## config.mk

```make
export PLATFORM = sky130hd
export DESIGN_NAME = encode_3to8
export DESIGN_NICKNAME = d
export VERILOG_FILES = /design/src/rtl/encode_3to8.sv
export SDC_FILE = /design/constraint.sdc
export NUM_CORES = 1
export LEC_CHECK = 0
export ABC_AREA = 1
export CORE_AREA = 2 2 39 41
export DETAILED_ROUTE_END_ITERATION = 7
export DIE_AREA = 0 0 41 43
export GPL_ROUTABILITY_DRIVEN = 0
export GPL_TIMING_DRIVEN = 1
export PLACE_DENSITY = 0.71
export REMOVE_ABC_BUFFERS = 1
export SLEW_MARGIN = 10
export SYNTH_ARGS = -nofsm -noshare
export SYNTH_HDL_FRONTEND = slang
export SYNTH_SLANG_ARGS = --single-unit
```

## constraint.sdc

```tcl
create_clock -name clk -period 1.2 [get_ports clk]
set_clock_uncertainty 0.1 [all_clocks]
set_input_delay 0.12 -clock clk [delete_from_list [all_inputs] [get_ports clk]]
set_output_delay 0.12 -clock clk [all_outputs]
set_load 0.1 [all_outputs]
```

## src/rtl/encode_3to8.sv

```systemverilog
// encode_3to8: registered 3-to-8 one-hot decoder with clock enable,
// a sticky valid flag and a one-cycle code-change strobe.
//
// Parameter OUT_ACTIVE_LOW inverts every bit of out (selected line low).
// out_valid and sel_chg are never inverted.
//
// Build option ENCODE_3TO8_COMB_OUT_EN: when defined, out is a purely
// combinational decode of the live select inputs (zero latency, ignores
// clk/rst/en). out_valid and sel_chg stay registered either way.
// Default (undefined): out is registered with one cycle of latency.
//
// Input qualification: en is a plain per-cycle qualifier, not a handshake.
// A rising clk edge with en=1 samples {sel1,sel2,sel3}; with en=0 every
// registered output holds, except sel_chg which returns to 0.
module encode_3to8 #(
  parameter bit OUT_ACTIVE_LOW = 1'b0
) (
  input  logic       clk,
  input  logic       rst,
  input  logic       en,
  input  logic       sel1,
  input  logic       sel2,
  input  logic       sel3,
  output logic [7:0] out,
  output logic       out_valid,
  output logic       sel_chg
);

  // Polarity mask applied to the decoded lines on the way out.
  localparam logic [7:0] INV_MASK = OUT_ACTIVE_LOW ? 8'hFF : 8'h00;

  logic [2:0] code;
  logic [7:0] dec;
  logic [2:0] last_code;

  assign code = {sel1, sel2, sel3};

  // One-hot decode of the live code; fully assigned so no latch is inferred.
  always_comb begin
    dec       = 8'h00;
    dec[code] = 1'b1;
  end

  // Valid flag, previous-code register and change strobe.
  // The strobe needs out_valid already set, so the first sample after
  // reset never reports a change regardless of last_code.
  always_ff @(posedge clk or posedge rst) begin
    if (rst) begin
      out_valid <= 1'b0;
      sel_chg   <= 1'b0;
      last_code <= 3'b000;
    end else if (en) begin
      out_valid <= 1'b1;
      sel_chg   <= out_valid && (code != last_code);
      last_code <= code;
    end else begin
      sel_chg   <= 1'b0;
    end
  end

`ifdef ENCODE_3TO8_COMB_OUT_EN
  // Zero-latency output straight from the live select lines.
  assign out = dec ^ INV_MASK;
`else
  logic [7:0] dec_q;

  // Registered decode; held while en=0, all-zero (un-inverted) in reset.
  always_ff @(posedge clk or posedge rst) begin
    if (rst) begin
      dec_q <= 8'h00;
    end else if (en) begin
      dec_q <= dec;
    end
  end

  assign out = dec_q ^ INV_MASK;
`endif

endmodule

```

# Word level (Yosys, flattened, before mapping)
# Index checks and enable logic that the tools add are counted.
dict set report totals {
  register_bits 13
  input_bits 6
  out_inout_bits 10
  word_cells 12
}
dict set report classes {
  order_cmp 2
  n_eq_ne 1
  mux 3
  reduce_logical 2
}
# cell count
set ops {}
lappend ops {{3-bit by 4-bit less-than comparator with 1-bit output (second input constant)} 1}
lappend ops {{1-bit demux with 3-bit select} 1}
lappend ops {{3-bit by 1-bit >= comparator with 1-bit output (second input constant)} 1}
lappend ops {{3-bit != test} 1}
lappend ops {{1-bit logical AND} 2}
lappend ops {{1-bit two-way mux} 2}

# Depth between registers and ports, before layout
# Gate-level depths: netlist (run 1).
dict set report logic_depth {
  ltp_word 4
  ltp_mapped 6
}

# Least setup slack after synthesis (run 1)
# No wires, ideal clock.
dict set report synth_timing {
  kind {flip-flop to flip-flop}
  start {reg out_valid (netlist name)}
  end {reg out_valid}
  setup_ps 129
  arrival_ps 1149
  slack_ps -178
  stages_incl_launch_ff 2
  path_buffers 0
  synth_period_minus_slack_ps 1378
  path_cell_list {dfrtp_1 > or2_2}
}
# element line_no
set synth_lines {}
lappend synth_lines {{to (signal assigned)} 49} ;# out_valid <= 1'b0;
lappend synth_lines {{to (signal assigned)} 53} ;# out_valid <= 1'b1;
lappend synth_lines {{to (decl)} 25} ;# output logic out_valid,

# Worst setup path in the final report (run 1)
dict set report layout_timing {
  start {reg out_valid}
  end {out out_valid}
}
# No word-level cell between the ends.

==> results of run 1 <==
==> cells in the final DEF, fill, tap and decap left out <==
cell             Yosys  layout
dfrtp_1             13      13
or2_2                1       1
nand2_2              1       1
nand3_1              1       1
clkdlybuf4s50_1      0       5
o21ai_0             11      11
clkbuf_4             0       3
nand2_1             26      26
inv_1                8       8
inv_2                2       2
buf_12               0      10
buf_4                0       2
clkinv_2             0       1
==> logic make-up (layout without fill, tap and decap cells) <==
| kind of cell | count (synthesis) | count (layout) | share of synthesized area |
|---|---|---|---|
| AO/OA/AOI/OAI | 11 | 11 | 0.101 |
| flip-flops | 13 | 13 | 0.598 |
| AND/OR/NAND/NOR | 29 | 29 | 0.211 |
| buffers and inverters | 11 | 31 | 0.0897 |
==> cell type report <==
class	count	area, µm²	area share
Timing Repair Buffer	17	265	0.314
Clock inverter	1	5.00	0.00592
Tap cell	16	20.0	0.0237
Multi-Input combinational cell	40	170	0.201
Clock buffer	3	22.5	0.0266
Inverter	10	37.5	0.0444
Sequential cell	13	325	0.385
==> worst min-delay path by stage <==
stage	slack, ns	startpoint	endpoint
2_1_floorplan	-0.10	rst	last_code[0]
3_3_place_gp	0.33	rst	last_code[1]
3_5_place_dp	0.34	rst	last_code[1]
4_1_cts	0.03	rst	out[0]
5_1_grt	0.06	rst	out[6]
6_report	0.02	rst	out[0]
==> registers in the layout, summed over array words and instances (netlist names) <==
name / cells
out: 8
last_code: 3
out_valid: 1
sel_chg: 1
==> report_power, final <==
group          internal, mW  switching (mW)  total [mW]
logic                 0.105           0.193       0.298
registers             0.464          0.0231       0.488
clock network         0.124           0.144       0.268
total                 0.693           0.360        1.05
==> routing by layer <==
metal | part of all wire | track usage | vias up
met5 | 0 | 0 | -
met4 | 0.039 | 0.133 | 0
met3 | 0.043 | 0.0628 | 5
met2 | 0.46 | 0.194 | 11
met1 | 0.45 | 0.200 | 211
li1 | - | - | 235
==> out/summary.md, run 1 <==
The flow ran to the end, and the final reports show no timing, DRC or antenna violations. Worst IR drop on VDD: 0.000723 V. The shortest period the worst path allows is 1.10 ns, and the depth of the CTS H-tree is 1. The largest individual stage delay along the critical path comes from the cell dfrtp_1.

Compared with the post-synthesis result, the final layout area differs by 55.4%. The startpoint identified for the worst register-to-register timing path is last_code[0]. Detailed placement ended at an HPWL of 809 µm.

nand2_1 is the most common cell in the netlist. In this run the tool buffered the top-level ports with 15 buffer cells. The count of buffering cells on the critical path with inverters included is 1, and the latest clock arrival within the worst-skew pair is 0.28 ns. The die covers 1760 µm².

By count the netlist is led by nand2_1, dfrtp_1, o21ai_0. Minimum hold slack: 0.0228 ns. The core region is 1380 µm². The top cell type by total area after synthesis is dfrtp_1. Final hold violation count: 0. The number of pins exceeding their max-slew limit in the final report is 0, and the non-filler instance count after layout is 100. Setup slack on the critical path of the routed design comes to 0.103 ns.

The instance area after placement came out at 818 µm². The number of clock buffers added by TritonCTS is 3. The launch point of the worst path was out_valid.

The number of logic stages on the critical path including buffering was 1; the count of antenna-violating nets left after detailed routing was 0. The mapped netlist covers 544 µm². The share of cells above drive strength 1 was 0.238.

The core occupancy in the finished layout came out at 0.611. Setup repair after global routing left no endpoint under its margin. Hold repair after CTS inserted 0 buffers. The transition time at the pin with the least slew margin is 0.209 ns. The run gives 2 as the iteration count of the initial detailed-routing pass. Synthesis handed over a netlist of 64 instances. The netlist uses 9 different library cells. The clock passes through at most 2 buffers. After clock tree synthesis, the repair step resized 0 gates.

The delay of the slowest cell on the worst path was 0.42 ns. The total wire length is 1010 µm. The run gives 96 as the number of placed instances, taps included. In this run the static leakage power is 0.425 nW.

The power density over cell area was 1250 nW/µm²; the post-route fraction of the period consumed by the critical path was 0.914. STA puts the critical path data required time at 0.98 ns. The wire length of the first global-routing pass came out at 1760 µm. In the routed layout, each cell is associated on average with a via count of 4.62. The signal on the critical path passes through buf_12. The tools report the setup slack at placement as -0.0180 ns.

The maximum fanout encountered on the critical timing path is 3. The average instance in the mapped netlist occupies 8.50 µm². Setup violations remaining at the end of the flow were counted as 0.

Pin placement for this block handled 16 I/O pins. Family with the most delay on the worst path: flip-flops. The share of synthesized flip-flops with an asynchronous set or reset works out to 1.00. The starting density of the core was 0.393.

The worst setup path is captured at an output port. The cell depth of the worst flop-to-flop path works out to 6. The tree built by TritonCTS fans out to 13 sinks.

The count of max-cap constraint violations is 0, and the number of standard-cell rows in the floorplan is 14. The logs give 846 µm² for the final cell area excluding filler cells and 0.861 for the relative slew slack. The synthesized design contains 13 register bits. For the number of vias after detailed routing, the log shows 462.

For flop-to-flop paths, the worst setup slack is 0.25 ns. STA classifies the critical path startpoint as a flip-flop. Derived from the worst setup path, the maximum achievable clock frequency is 0.912 GHz. The post-detailed-route wirelength per cell works out to 10.1 µm. The critical path start-end classification was flip-flop to output port. The run gives 0.156 as the combined global-route utilization of all metal layers. Yosys mapped a number of flops with a built-in enable equal to 0.

Predominant post-synthesis flop cell: dfrtp_1. Entering global routing, the biggest net connects 14 pins. The via count of the first global-routing pass is 418. Number of antenna violations at the first check in global routing: 0. From bottom edge to top edge, the die measures 43 µm. After global routing the overflow that remains totals 0. After clock tree synthesis, the clock-pin slew on the worst setup and hold paths is 0.08 ns. The total power consumption of the routed design was 1.05 mW. In this run the worst setup path terminates at out_valid. The tools report the DRC violation total after the first TritonRoute iteration as 9. The tools report the worst path arrival time as 0.88 ns. After clock tree synthesis, the setup repair step added 0 buffers. The fill cell instance count of the final layout was 114; the diode insertion count for antenna repair was 0.

Worst hold path class: input port to async pin. The run gives 0.598 as the sequential cell area fraction in the yosys report. TritonCTS built the clock tree.

The endpoint identified for the worst register-to-register timing path is sel_chg. The share of Yosys cell area claimed by the top area cell type was 0.598. The residual DRC count was 0; the post-route setup TNS was 0 ns.

The logs give 0 for the total number of yosys warnings and 91 for the number of nets in the finished design. The die is 41 µm wide. The buffer type at the clock tree root is clkbuf_4.

After synthesis, the cell types taking the most area are dfrtp_1, nand2_1, o21ai_0.
(Power assumes the default switching activity.)
==> run 2: changes to the inputs <==
==> constraint.sdc (replaced) <==
create_clock -name clk -period 1.1 [get_ports clk]
set_clock_uncertainty 0.1 [all_clocks]
set_input_delay 0.11 -clock clk [delete_from_list [all_inputs] [get_ports clk]]
set_output_delay 0.11 -clock clk [all_outputs]
set_load 0.1 [all_outputs]
==> run 2 against run 1 <==
- clock power rose by 9.3%
- critical path type unchanged
- critical path depth is the same
- via count increased by 5.8%
==> out/summary.md, run 2 (synthesis gave the netlist of run 1 again) <==
The number of vias after detailed routing was 489 (was 462). The run gives 0 (unchanged) as the final hold violation count. The total power consumption of the routed design is 1.17 mW (was 1.05 mW).

The worst hold path class is input port to async pin (unchanged). The kind of start point of the critical path is a flip-flop (unchanged). Commonest non-fill, non-tap cells in the layout: nand2_1, dfrtp_1, o21ai_0 (unchanged). The diode insertion count for antenna repair is 0 (unchanged). The post-route setup TNS was 0 ns (unchanged); the cell depth of the worst flop-to-flop path was 6 (unchanged).

Number of buffers added on ports: 15 (unchanged). Register clock-pin slew on the reported worst setup and hold paths: 0.08 ns (about the same). The critical register-to-register path startpoint was last_code[0] (unchanged). The per-cell via count in the routed design was 4.61 (was 4.62); the DRC violation total after the first TritonRoute iteration was 6 (was 9). The delay of the slowest cell on the worst path was 0.42 ns (about the same). The run finished with clean final reports. Number of pins exceeding their max-slew limit in the final report: 0 (unchanged).

The run gives 97 (was 91) as the number of nets in the finished design. The critical register-to-register path endpoint was sel_chg (unchanged). The tools report the via count of the first global-routing pass as 418 (unchanged). The residual DRC count is 0 (unchanged). The number of antenna violations at the first check in global routing is 0 (unchanged). The die area is 1760 µm² (unchanged), and the power density over cell area is 1310 nW/µm² (was 1250 nW/µm²).

The placeable core area came out at 1380 µm² (unchanged). Met3 layer usage reported by global route: 0.0628 (unchanged). For the number of standard-cell rows in the floorplan, the log shows 14 (unchanged).

The critical-path cell with the highest stage delay is dfrtp_1 (unchanged). The cts-stage hold buffer count was 0 (unchanged). The critical path data required time was 0.89 ns (was 0.98 ns).

The leakage dissipation came out at 0.456 nW (was 0.425 nW). Register-to-register setup slack: 0.15 ns (was 0.25 ns). The transition time at the pin with the least slew margin works out to 0.209 ns (about the same).

Commonest non-fill, non-tap cell in the layout: nand2_1 (unchanged). The post-route fraction of the period consumed by the critical path came out at 0.988. The buffer type at the clock tree root was clkbuf_4 (unchanged). The maximum fanout encountered on the critical timing path came out at 3 (unchanged). The number of flip-flops in the largest register was 8 (unchanged). The logs give 809 µm (unchanged) for the sum of net half-perimeters after detailed placement and 325 µm² (unchanged) for the footprint of the flip-flops and latches. Critical path start-end classification: flip-flop to output port (unchanged). The number of clock buffers inserted by TritonCTS was 3 (unchanged).

The total grt overflow was 0 (unchanged); the share of cells above drive strength 1 was 0.289 (was 0.238). The relative slew slack was 0.861 (about the same); the overall die width was 41 µm (unchanged). The post-detailed-route wirelength per cell was 10.3 µm (was 10.1 µm).

The tools report the depth of the CTS H-tree as 1 (unchanged). The area growth from synthesis to final layout is 63.7% (was 55.4%), and the count of antenna-violating nets left after detailed routing is 0 (unchanged). The tools report the TritonCTS sink count as 13 (unchanged). The starting density of the core came out at 0.393 (unchanged).

The count of buffering cells on the critical path with inverters included was 1 (unchanged); the worst IR drop on VDD was 0.000794 V (was 0.000723 V). The iteration count of the initial detailed-routing pass came out at 2 (unchanged). The combined global-route utilization of all metal layers was 0.156 (unchanged).

Setup repair after global routing could not meet its margin everywhere. Ordered cell list for the critical path: buf_12 (unchanged). The tools report the fmax as 0.920 GHz. TritonCTS built the clock tree. The worst path needs 1.09 ns of the cycle, external delays included. The logs give 0.194 (unchanged) for the met2 track demand over resource in global routing and 1760 µm (unchanged) for the wire length of the first global-routing pass. The most used routing layer in global routing was met1 (unchanged). The logs give 0.200 (unchanged) for the met1 track demand over resource in global routing and 0 (unchanged) for the count of max-cap constraint violations. The final number of setup-violating endpoints is 0 (unchanged), and the number of buffers on the longest clock path is 2 (unchanged).

The tools report the worst path arrival time as 0.88 ns (about the same). Nature of the critical path endpoint: an output port (unchanged). The family with the most delay on the worst path is flip-flops (unchanged).

The floorplan die height was 43 µm (unchanged); the latest clock arrival within the worst-skew pair was 0.28 ns (about the same). The tools report the total wire length as 1090 µm (was 1010 µm). The logs give 170 µm² (unchanged) for the area of the multi-input gates and 16 (unchanged) for the I/O pin count.

For the fill cell instance count of the final layout, the log shows 112 (was 114). For the pin count of the biggest net entering global routing, the log shows 14 (unchanged).
## run 2: changes by cell type in the layout (fill, tap and decap cells not counted)
cell and change:
buf_4 +6
## run 2: worst max-delay path by stage
stage | startpoint | endpoint | cells after the start
6_report | out_valid | out_valid | 1
5_1_grt | out[0] | out[0] | 1
4_1_cts | out_valid | out_valid | 1
3_5_place_dp | en | out[7] | 4
3_3_place_gp | en | out[5] | 4
2_1_floorplan | out_valid | out_valid | 1
## run 2: power breakdown
part	leakage (nW)	internal, mW	total [mW]	switching, mW
Sequential	0.165	0.507	0.532	0.0253
Clock	0.0177	0.135	0.293	0.158
Combinational	0.274	0.129	0.343	0.214
Total	0.456	0.770	1.17	0.398
## run 2: routing by layer
layer  up-vias  part of all wire
li1        246                 -
met1       227              0.44
met2        11              0.48
met3         5             0.040
met4         0             0.037
met5         -                 0
## run 2: cell type report
class,instances,share of cell area
clock buffers,3,0.0253
clock inverters,1,0.00562
inverters,10,0.0421
multi-input cells,40,0.191
flip-flops and latches,13,0.365
well taps,16,0.0225
repair buffers,23,0.348
## run 2: timing repair
action / CTS / global route
endpoints found under the setup margin: 0 / 9
endpoints found under the hold margin: 0 / 0
setup buffers: 0 / 6
resized for setup: 0 / 0
## run 2: stage by stage
stage	setup slack, ns	cells	utilization	hold WS [ns]	area, µm²
5_1_grt	-0.0238	106	0.644	0.0507	891
3_5_place_dp	-0.108	96	0.591	0.325	818
2_1_floorplan	-0.278	63	-	-0.113	533
3_3_place_gp	-0.126	96	0.591	0.315	818
4_1_cts	0.00565	100	0.611	0.0188	846
6_report	0.0132	106	0.644	0.0120	891
==> run 3: changes to the inputs <==
--- a/config.mk
+++ b/config.mk
@@ -6,6 +6,7 @@
 export NUM_CORES = 1
 export LEC_CHECK = 0
 export ABC_AREA = 1
+export CAP_MARGIN = 10
 export CORE_AREA = 2 2 39 41
 export DETAILED_ROUTE_END_ITERATION = 7
 export DIE_AREA = 0 0 41 43
==> results of run 3 <==
Final layout, timing and power as in run 2 (identical DEF).
==> patch 1: new RTL, settings of run 2 <==
Put one more register stage on the output `sel_chg`, cleared by the reset. The value now appears one clock later. The other outputs are not delayed to match. Comments in the files are not updated.
--- a/src/rtl/encode_3to8.sv
+++ b/src/rtl/encode_3to8.sv
@@ -31,2 +31,4 @@
 
+  logic sel_chg_s0;
+
   logic [2:0] code;
@@ -49,3 +51,3 @@
       out_valid <= 1'b0;
-      sel_chg   <= 1'b0;
+      sel_chg_s0 <= 1'b0;
       last_code <= 3'b000;
@@ -53,6 +55,6 @@
       out_valid <= 1'b1;
-      sel_chg   <= out_valid && (code != last_code);
+      sel_chg_s0 <= out_valid && (code != last_code);
       last_code <= code;
     end else begin
-      sel_chg   <= 1'b0;
+      sel_chg_s0 <= 1'b0;
     end
@@ -78,2 +80,10 @@
 
+  always_ff @(posedge clk or posedge rst) begin
+    if (rst) begin
+      sel_chg <= '0;
+    end else begin
+      sel_chg <= sel_chg_s0;
+    end
+  end
+
 endmodule
Formal check against the unedited RTL: not equivalent (Yosys sat finds a counterexample within 4 cycles, from zero or initial values and one cycle with rst high).
==> patch 1 against run 2 <==
  * Synthesized cell count increased by 1.6%
  * First-iteration DRC count is 67% higher
  * Clock power increased by 26%
  * Setup slack worse by 0.012 ns
  * Wire length is 9.7% higher
  * Sequential share of layout area up 1.4 points
  * Combinational power hardly changed
  * Area after synthesis rose by 4.6%
  * Sequential power increased by 7.9%
  * Cell area rose by 3.8%
  * Worst hold slack gained 0.0032 ns
  * Count of clock-buffer cells in the layout grew 1
  * Total power is 10% higher
  * Sequential cell count up 1
  * Critical endpoint is now out[7]
  * Largest cell class unchanged
==> patch 1: results (changes against run 2) <==
top post-synthesis cells by count 26 x nand2_1, 14 x dfrtp_1, 11 x o21ai_0; CP Max Fanout 2 (-1); # diodes 0 (unchanged); placed cell count 97 (+1.0%); Wirelength per Cell 11.2 um (+8.7%); Yosys warning count 0 (unchanged); post-synthesis mux area share 0% (unchanged); CTS buffer count 3 (unchanged); post-synthesis compound-gate area fraction 9.67% (-0.44 points); Routed WL 1.20 mm (+9.7%); PortBufs 15 (unchanged); later-pin clock latency in the skew report 0.28 ns (about the same); dominant combinational cell family by area after synthesis simple AND/OR/NAND/NOR gates; initial antenna violation count 0 (unchanged); largest net degree at the start of global routing 15 (+1); TritonRoute pass-1 iters 4 (+2); Root Driver clkbuf_4; Gate Count Post-Synth 65 (+1.6%); Reg2Reg Depth 2 (-4); worst-margin pin slew 0.213 ns (+0.00408 ns); LEAKAGE 0.470 nW (+3.1%); CP max-delay cell dfrtp_1; outcome finished, final reports clean; GRT Util Overall 17.2% (+1.6 points); first-pass GRT wire length 1.99 mm (+13%); r2r setup slk 0.06 ns (-0.09 ns); Max Root-Sink Buffers 2 (unchanged); post-synthesis xor/xnor area fraction 0% (unchanged); H-tree levels 1 (unchanged); share of layout cells above drive strength 1 28.6% (-0.32 points); Final #Nets 98 (+1.0%); Final HPWL DP 871 um (+7.7%); Via Count 487 (-0.41%); ys flop type dfrtp_1; CP peak stage delay 0.42 ns (about the same); vias in the first global route 440 (+5.3%); leading post-synthesis cells by cell area dfrtp_1 62%, nand2_1 17%, o21ai_0 9.7%; Max VDD drop 0.000950 V (+20%); Netlist cell types 9 (unchanged); sequential cell area fraction in the yosys report 61.5% (+1.8 points); async set or reset register ratio after synthesis 100% (unchanged); Worst-path clk slew 0.08 ns (about the same); Iteration-0 DRC Markers 10 (+4); post-CTS sizing 0 (unchanged)
[patch 1: timing repair]
action                     in CTS  in global routing
setup endpoints to repair       1                  9
hold buffers                    0                  0
buffers inserted                0                  6
gates cloned                    0                  0
[patch 1: tightest hold or removal path: stages]
cell	delay (ns)
clkdlybuf4s50_1	0.39
inv_1	0.05
buf_4	0.20
[patch 1: worst paths after layout]
path / start / endpoint
setup / recovery: out[7]$_DFFE_PP0P_ / out[7]
hold / removal: rst / out[3]$_DFFE_PP0P_
setup reg to reg: out_valid$_DFFE_PP0P_ / out_valid$_DFFE_PP0P_
hold reg to reg: sel_chg_s0$_DFF_PP0_ / sel_chg$_DFF_PP0_
max in group asynchronous: rst / out_valid$_DFFE_PP0P_
min in group clk: sel_chg_s0$_DFF_PP0_ / sel_chg$_DFF_PP0_
[patch 1: area by class of cell]
| type | count | area, sq um |
|---|---|---|
| Clock buffer | 4 | 36.3 |
| Fill cell | 105 | 459 |
| Inverter | 10 | 37.5 |
| Multi-Input combinational cell | 40 | 170 |
| Sequential cell | 14 | 350 |
| Tap cell | 16 | 20.0 |
| Timing Repair Buffer | 23 | 310 |
[patch 1: layer usage]
layer	track usage, %	wire, um	vias to the layer above
li1	-	-	251
met1	24.2	501	219
met2	24.1	636	13
met3	4.71	42	4
met4	8.00	20	0
met5	0	0	-
[patch 1: kinds of logic after synthesis]
group	after synthesis
AO/OA/AOI/OAI	11
buffers and inverters	11
AND/OR/NAND/NOR	29
flip-flops	14
[patch 1: through the flow]
step | worst slack [ns] | util [%] | instance area [sq um] | hold slack (ns) | power (mW)
2_1_floorplan | -0.278 | - | 558 | -0.101 | 0.767
3_3_place_gp | -0.0947 | 60.9 | 843 | 0.234 | 0.905
3_5_place_dp | -0.118 | 60.9 | 843 | 0.272 | 0.912
4_1_cts | -0.00580 | 63.6 | 880 | 0.0222 | 1.28
5_1_grt | -0.0199 | 66.8 | 925 | 0.0390 | 1.34
6_report | 0.000762 | 66.8 | 925 | 0.0151 | 1.29
[patch 1: power by group]
part | internal, mW | leakage, nW | switching, mW
Clock | 0.201 | 0.0210 | 0.167
Sequential | 0.546 | 0.177 | 0.0274
Combinational | 0.126 | 0.273 | 0.217
==> patch 2: new RTL, config.mk and constraints of run 2 <==
Without the edit above. Build with the macro `ENCODE_3TO8_COMB_OUT_EN` defined.
--- a/src/rtl/encode_3to8.sv
+++ b/src/rtl/encode_3to8.sv
@@ -14,2 +14,4 @@
 // registered output holds, except sel_chg which returns to 0.
+`define ENCODE_3TO8_COMB_OUT_EN
+
 module encode_3to8 #(
Behaviour: not the same (a bounded check fails within 4 cycles, from zero or initial values and one cycle with rst high).
==> patch 2 against run 2 <==
  * Wire length decreased by 20%
  * Combinational power decreased by 8.2%
  * Total power decreased by 38%
  * Sequential cell count decreased by 8
  * Setup slack improved by 0.022 ns
  * Count of clock-buffer cells in the layout increased by 1
  * Area after synthesis decreased by 50%
  * Cell area decreased by 15%
  * Critical path type is now in2out
  * Critical endpoint is now out[4]
==> patch 2: results (changes against run 2) <==
PortBufs 15 (unchanged); largest net degree at the start of global routing 8 (-6); Slew Viols, Final 0 (unchanged); max_slew headroom 88.0% (+1.9 points); share of layout cells above drive strength 1 62.2% (+33 points); H-tree levels 1 (unchanged); Gate Count Post-Synth 37 (-42%); Worst R2R End sel_chg$_DFF_PP0_; r2r setup slk 0.16 ns; Setup crit start sel2; later-pin clock latency in the skew report 0.23 ns (-0.05 ns); CP Data Arrival Time 0.85 ns (-0.03 ns); Final HPWL DP 605 um (-25%); biggest regs last_code (3), out_valid (1), sel_chg (1); sequential cell area fraction in the yosys report 45.7% (-14 points); Final #Nets 81 (-16%); Routed WL 870 um (-20%); Via Count 369 (-25%); Yosys warning count 0 (unchanged); Netlist cell types 10 (+1); hold worst-path end last_code[1]$_DFFE_PP0P_; Max Root-Sink Buffers 2 (unchanged); outcome finished, final reports clean; # diodes 0 (unchanged); CP peak stage delay 0.18 ns (-0.24 ns); Non-Filler Instances 90 (-15%); Root Driver clkbuf_4; max_cap viols 0 (unchanged); Iteration-0 DRC Markers 5 (-1); top post-synthesis cells by count 10 x nand2_1, 8 x nor3_1, 5 x dfrtp_1; CP Max Fanout 4 (+1); ys flop type dfrtp_1; initial antenna violation count 0 (unchanged); worst r2r src last_code[2]$_DFFE_PP0P_; final hold vios 0 (unchanged); Reg2Reg Depth 3 (-3); CTS buffer count 3 (unchanged); first-pass GRT wire length 1.39 mm (-21%); cell depth of the worst hold path 4; vias in the first global route 347 (-17%); Max VDD drop 0.000775 V (-2.4%); Hold Crit Class in2reg; Worst Hold Launch sel2; CP max-delay cell nor3_2; GRT Util Overall 11.7% (-3.9 points); TritonRoute pass-1 iters 2 (unchanged); leading post-synthesis cells by cell area dfrtp_1 46%, nor3_1 15%, nand2_1 14%; LEAKAGE 0.361 nW (-21%); fillers 130 (+16%); placed cell count 84 (-13%); async set or reset register ratio after synthesis 100% (unchanged); Worst-path clk slew 0.04 ns (-0.04 ns)
-- patch 2: cell types whose count changed after synthesis, moves of 3 or more --
cell / change
nor2_1: +3
dfrtp_1: -8
o21ai_0: -9
nor3_1: +8
nand2_1: -16
inv_1: -5
-- patch 2: layout make-up --
| cell class | instances | area share (%) |
|---|---|---|
| sequential | 5 | 16.6 |
| tap | 16 | 2.65 |
| clock buffer | 4 | 3.48 |
| multi-input combinational | 26 | 22.8 |
| inverter | 6 | 3.31 |
| timing repair buffer | 33 | 51.2 |
-- patch 2: logic make-up (layout without fill, tap and decap cells) --
| group | count (synthesis) | in the layout | synth area share (%) |
|---|---|---|---|
| simple gates | 22 | 22 | 34.7 |
| buf+inv | 6 | 43 | 8.22 |
| flops | 5 | 5 | 45.7 |
| compound gates | 3 | 3 | 5.48 |
| xor+xnor | 1 | 1 | 5.94 |
-- patch 2: report_power, final --
part | switching, mW | internal (mW)
Clock | 0.0635 | 0.136
Combinational | 0.186 | 0.129
Sequential | 0.00935 | 0.198
-- patch 2: worst max path at each step --
stage	cells past startpoint	endpoint
3_3_place_gp	5	out[1]
6_report	5	out[4]
2_1_floorplan	2	out[7]
5_1_grt	5	out[5]
3_5_place_dp	5	out[1]
4_1_cts	5	out[5]
-- patch 2: metrics by stage --
| step | power (mW) | hold slack [ns] | setup WS (ns) | cell area (sq um) | setup TNS [ns] |
|---|---|---|---|---|---|
| final | 0.722 | 0.156 | 0.0352 | 756 | 0 |
| after global placement | 0.500 | 0.215 | -0.374 | 664 | -2.94 |
| after floorplan | 0.357 | -0.211 | -1.32 | 274 | -11.04 |
| after detailed placement | 0.503 | 0.218 | -0.404 | 664 | -3.09 |
| after global routing | 0.766 | 0.212 | 0.0108 | 756 | 0 |
| after CTS | 0.732 | 0.150 | 0.00532 | 751 | 0 |
-- patch 2: metal layers --
layer | routed length (um) | global-route usage (%) | part of all wire, % | vias to the layer above
met2 | 498 | 21.3 | 57 | 14
met5 | 0 | 0 | 0 | -
met4 | 0 | 6.00 | 0 | 0
li1 | - | - | - | 191
met1 | 320 | 11.5 | 37 | 164
met3 | 52 | 2.09 | 6.0 | 0
-- patch 2: worst max-delay path: cells and delay by family --
family,cells,cell delay (ns)
buf+inv,4,0.55
simple gates,1,0.18
-- patch 2: repair_timing --
item / in CTS / in global routing
endpoints found under the setup margin: 9 / 2
gates cloned: 0 / 0
buffers inserted: 1 / 0
endpoints found under the hold margin: 5 / 0
resized for setup: 25 / 2
pin swaps: 5 / 0
hold buffers: 1 / 0
